$ cat config.mk
export PLATFORM = sky130hd
export DESIGN_NAME = skid_buffer
export DESIGN_NICKNAME = d
export VERILOG_FILES = /design/src/rtl/skid_buffer.sv
export SDC_FILE = /design/constraint.sdc
export NUM_CORES = 1
export LEC_CHECK = 0
export BUFFER_PORTS_ARGS = -buffer_cell sky130_fd_sc_hd__buf_2
export CAP_MARGIN = 10
export CORE_MARGIN = 2
export CORE_UTILIZATION = 46
export DETAILED_ROUTE_END_ITERATION = 12
export PLACE_DENSITY = 0.81
export SKIP_LAST_GASP = 1
export SYNTH_ARGS = -nofsm -noshare
export SYNTH_HDL_FRONTEND = slang
export SYNTH_HIERARCHICAL = 1
export SYNTH_SLANG_ARGS = --single-unit
export TNS_END_PERCENT = 50
$ cat constraint.sdc
create_clock -name cpu_clock_i -period 2.1 [get_ports cpu_clock_i]
set_clock_uncertainty 0.15 [all_clocks]
set_input_delay 0.42 -clock cpu_clock_i [delete_from_list [all_inputs] [get_ports cpu_clock_i]]
set_output_delay 0.42 -clock cpu_clock_i [all_outputs]
set_load 0.05 [all_outputs]
$ cat src/rtl/skid_buffer.sv
// Two-entry registered skid buffer for the data-cache ACP request port; busy_o is the skid-full flag.
// Define SKID_BUFFER_DATA_RESET_EN to reset and flush the payload registers to zero.
module skid_buffer #(
   parameter int WIDTH = 32
) (
   input  logic             cpu_clock_i,
   input  logic             cpu_resetn_i,
   input  logic             flush_i,
   input  logic             busy_i,
   output logic [WIDTH-1:0] data_o,
   output logic             valid_o,
   output logic             busy_o,
   input  logic [WIDTH-1:0] data_i,
   input  logic             valid_i
);

   logic             out_v_r;
   logic             skid_v_r;
   logic [WIDTH-1:0] out_d_r;
   logic [WIDTH-1:0] skid_d_r;
   logic             acc_s;
   logic             drn_s;

   // Accept and drain qualifiers, all from registered state plus handshake inputs
   always_comb begin
      acc_s = valid_i & ~skid_v_r;
      drn_s = out_v_r & ~busy_i;
   end

   // Valid flags: flush, skid move, skid hold, output load, skid load, hold
   always_ff @(posedge cpu_clock_i or negedge cpu_resetn_i) begin
      if (!cpu_resetn_i) begin
         out_v_r  <= 1'b0;
         skid_v_r <= 1'b0;
      end else if (flush_i) begin
         out_v_r  <= 1'b0;
         skid_v_r <= 1'b0;
      end else if (skid_v_r) begin
         if (!busy_i) begin
            out_v_r  <= 1'b1;
            skid_v_r <= 1'b0;
         end else begin
            out_v_r  <= out_v_r;
            skid_v_r <= skid_v_r;
         end
      end else if (!out_v_r || drn_s) begin
         out_v_r <= acc_s;
      end else if (acc_s) begin
         skid_v_r <= 1'b1;
      end else begin
         out_v_r  <= out_v_r;
         skid_v_r <= skid_v_r;
      end
   end

`ifdef SKID_BUFFER_DATA_RESET_EN
   // Payload registers with async reset and synchronous clear on flush
   always_ff @(posedge cpu_clock_i or negedge cpu_resetn_i) begin
      if (!cpu_resetn_i) begin
         out_d_r  <= {WIDTH{1'b0}};
         skid_d_r <= {WIDTH{1'b0}};
      end else if (flush_i) begin
         out_d_r  <= {WIDTH{1'b0}};
         skid_d_r <= {WIDTH{1'b0}};
      end else if (skid_v_r) begin
         if (!busy_i) begin
            out_d_r <= skid_d_r;
         end else begin
            out_d_r <= out_d_r;
         end
      end else if (!out_v_r || drn_s) begin
         if (acc_s) begin
            out_d_r <= data_i;
         end else begin
            out_d_r <= out_d_r;
         end
      end else if (acc_s) begin
         skid_d_r <= data_i;
      end else begin
         skid_d_r <= skid_d_r;
      end
   end
`else
   // Payload registers without reset; only the valid flags qualify their contents
   always_ff @(posedge cpu_clock_i) begin
      if (skid_v_r) begin
         if (!busy_i) begin
            out_d_r <= skid_d_r;
         end else begin
            out_d_r <= out_d_r;
         end
      end else if (!out_v_r || drn_s) begin
         if (acc_s) begin
            out_d_r <= data_i;
         end else begin
            out_d_r <= out_d_r;
         end
      end else if (acc_s) begin
         skid_d_r <= data_i;
      end else begin
         skid_d_r <= skid_d_r;
      end
   end
`endif

   assign data_o  = out_d_r;
   assign valid_o = out_v_r;
   assign busy_o  = skid_v_r;

`ifndef SYNTHESIS
   skid_buffer_chk #(.WIDTH(WIDTH)) u_chk (
      .clk     (cpu_clock_i),
      .rst_n   (cpu_resetn_i),
      .flush   (flush_i),
      .busy    (busy_i),
      .out_v   (out_v_r),
      .skid_v  (skid_v_r),
      .data    (out_d_r)
   );
`endif

endmodule

`ifndef SYNTHESIS
// Protocol checker: skid entry only behind a valid output, output payload held under backpressure.
module skid_buffer_chk #(
   parameter int WIDTH = 32
) (
   input logic             clk,
   input logic             rst_n,
   input logic             flush,
   input logic             busy,
   input logic             out_v,
   input logic             skid_v,
   input logic [WIDTH-1:0] data
);

   a_skid_implies_out: assert property (@(posedge clk) disable iff (!rst_n)
      skid_v |-> out_v);

   a_data_stable: assert property (@(posedge clk) disable iff (!rst_n)
      (out_v && busy && !flush) |=> $stable(data));

endmodule
`endif

==> impl_metrics.yaml <==
critical_path:
  critPathRequiredTime_ns: 1.53
  crit_chain: "buf_4 -> buf_2"
  crit_fanout: 16
  start_kind: "flip-flop"
  arrival_ns: 1.33
  max_stage_delay_ns: 0.43
  cp_slowest_cell: "dfrtp_2"
  crit_family: "buffers and inverters"
  crit_buf_inv: 2
  critPathCaptureType: "output pin"
  path_class: "flip-flop to output pin"
sta:
  slew_headroom_pct: 66.6
  fin_setup_tns_ns: 0
  setup_viol: 0
  hold_viol: 0
  slew_viol_final: 0
  rsz0062_at_grt: "no"
  finalCritPeriodShare_pct: 90.4
  fin_ws_ns: 0.201
  fin_crit_ns: 1.90
  worst_slew_pin_slew_ns: 0.501
  fmax_ghz: 0.527
drt:
  first_iter_violations: 67
  dr.pass1.iters: 4
  wl_per_cell_um: 14.9
  vias: 1285
  remaining_drc_errors: 0
  wl_met3_um: 268
  postRouteAntennaNets: 0
  met2WireLength_mm: 1.92
  finalWirelength_mm: 4.06
  top_layer: "met4"
  drt-met1-wl_mm: 1.76
  drt-vias-per-instance: 4.72
logic_synthesis:
  avgSynthCellArea_um2: 22.5
  seq_area_frac_synth_pct: 79.1
  synthesis.nets: 148
  yosysTopAreaCellShare_pct: 77.1
  yosys_warnings: 6
  yosys_register_bits: 66
  ys_types: 14
  yosys.area.top_type: "edfxtp_1"
  netlist_area_mm2: 0.00249
  synthCells: 111
  yosys-top-cells-area: "edfxtp_1 (77%), mux2_4 (9.6%), mux2_2 (7.2%), dfrtp_1 (2.0%), buf_6 (1.4%)"
job:
  maxCapViolCount: 0
worst_hold_path:
  worstHoldPathType: "primary input to flip-flop"
power:
  p_per_area_mw_per_mm2: 963
  ir_drop_mv: 0.502
  pwr-share-clk_pct: 38.5
  internal_power_mw: 2.36
  p_comb_share_pct: 11.6
  power_frac_seq_pct: 49.9
  p_sw_mw: 0.720
  leakage_nw: 1.25
  p_sw_share_pct: 23.4
finish:
  num_antenna_cells: 0
  final_cells: 272
  layout_common_cells: "buf_2 (70), edfxtp_1 (64), mux2_4 (16), mux2_2 (16), clkbuf_8 (11)"
  drive_gt1_share_pct: 63.9
  area_growth_pct: 28.2
  fillCellCount: 368
  layout_commonest_cell: "buf_2"
  fin_nets: 234
global_route:
  grt_max_degree: 33
  antenna_found_initial: 0
  grtUsageTotal_pct: 14.9
  overflow: 0
  grt_pass1_wl_mm: 6.44
  first_global_vias: 1295
cts:
  ctsHtreeMaxLevel: 3
  cts_root_buf: "clkbuf_8"
  clk_pin_slew_ns: 0.07
  clk_path_buf_depth: 2
  cts_buffers: 9
  cts-resized-gates: 0
  clkSinkCount: 66
  insertion_delay_ns: 0.34
  cts_tree: "yes"
die:
  core_region_area_mm2: 0.00517
  start_util_pct: 48.2
  dieHeight_um: 77.6
  io_pins: 71
  die_x_um: 77.6
  rows: 26
  fp.dieArea_mm2: 0.00603
outcome:
  outcome: "complete, no violations"
placed_design:
  place_ws_ns: 0.338
  io_buffer_count: 70
  dp.cells: 251
  gp_congestion: 0.786
  hpwl_mm: 2.75
==> per-layer routing <==
metal | GRT usage (%) | up-vias
li1 | - | 611
met1 | 17.9 | 611
met2 | 22.9 | 52
met3 | 6.16 | 11
met4 | 7.86 | 0
met5 | 0 | -
==> kinds of logic (layout without fill, tap and decap cells) <==
kind of cell,after synthesis,in the layout,synth area share [%]
buf+inv,4,95,1.56
flops,66,66,79.1
simple gates,5,5,1.56
mux,32,32,16.9
compound gates,4,4,0.953
==> cell type report <==
class,count,area [µm²],area share [%]
Clock inverter,5,76.3,2.39
Multi-Input combinational cell,41,488,15.3
Clock buffer,11,151,4.74
Timing Repair Buffer,79,420,13.2
Tap cell,70,87.6,2.74
Sequential cell,66,1970,61.7
==> final timing paths <==
check	from	to	slack, ns	cells past startpoint
min	flush_i	valid_o	0.11	2
min reg2reg	skid_d_r[8]	data_o[8]	0.40	1
max reg2reg	busy_o	skid_d_r[8]	0.44	1
min in group asynchronous	cpu_resetn_i	valid_o	0.25	2
max	busy_o	busy_o	0.20	2
max in group asynchronous	cpu_resetn_i	busy_o	1.44	2
==> state kept, by name, indices dropped and copies added (netlist names) <==
name	flops
data_o	32
skid_d_r	32
busy_o	1
valid_o	1
==> synth_stat cells <==
| cell type | instances |
|---|---|
| mux2_4 | 16 |
| nand2b_1 | 2 |
| dfrtp_1 | 2 |
| o21a_1 | 1 |
| buf_6 | 3 |
| edfxtp_1 | 64 |
| and4b_1 | 1 |
| buf_2 | 1 |
| nor3b_2 | 1 |
| a21oi_1 | 1 |
| a31oi_1 | 1 |
| nand2_1 | 1 |
| o21ai_1 | 1 |
| mux2_2 | 16 |
==> stage by stage <==
stage | util (%) | hold slack, ns | instance area, µm² | total power [mW]
finish | 61.8 | 0.106 | 3200 | 3.08
detailed placement | 56.6 | 0.0622 | 2930 | 1.92
global placement | 56.6 | 0.0623 | 2930 | 1.92
global route | 61.8 | 0.0917 | 3200 | 3.18
floorplan | - | -0.0256 | 2500 | 1.82
CTS | 61.2 | 0.0866 | 3170 | 3.11
==> timing repair <==
item                       4_1_cts  5_1_grt
hold endpoints to repair         2        0
setup buffers                    0        4
hold buffers                     1        0
setup endpoints to repair        0        1
==> power by group through the flow <==
| stage | clock network [mW] | registers (mW) | logic [mW] |
|---|---|---|---|
| detailed placement | 0 | 1.57 | 0.355 |
| global placement | 0 | 1.57 | 0.350 |
| global route | 1.27 | 1.54 | 0.377 |
| CTS | 1.21 | 1.54 | 0.357 |
| floorplan | 0 | 1.73 | 0.0848 |
| finish | 1.18 | 1.54 | 0.357 |
No activity file was read; power rests on OpenSTA's default activity.
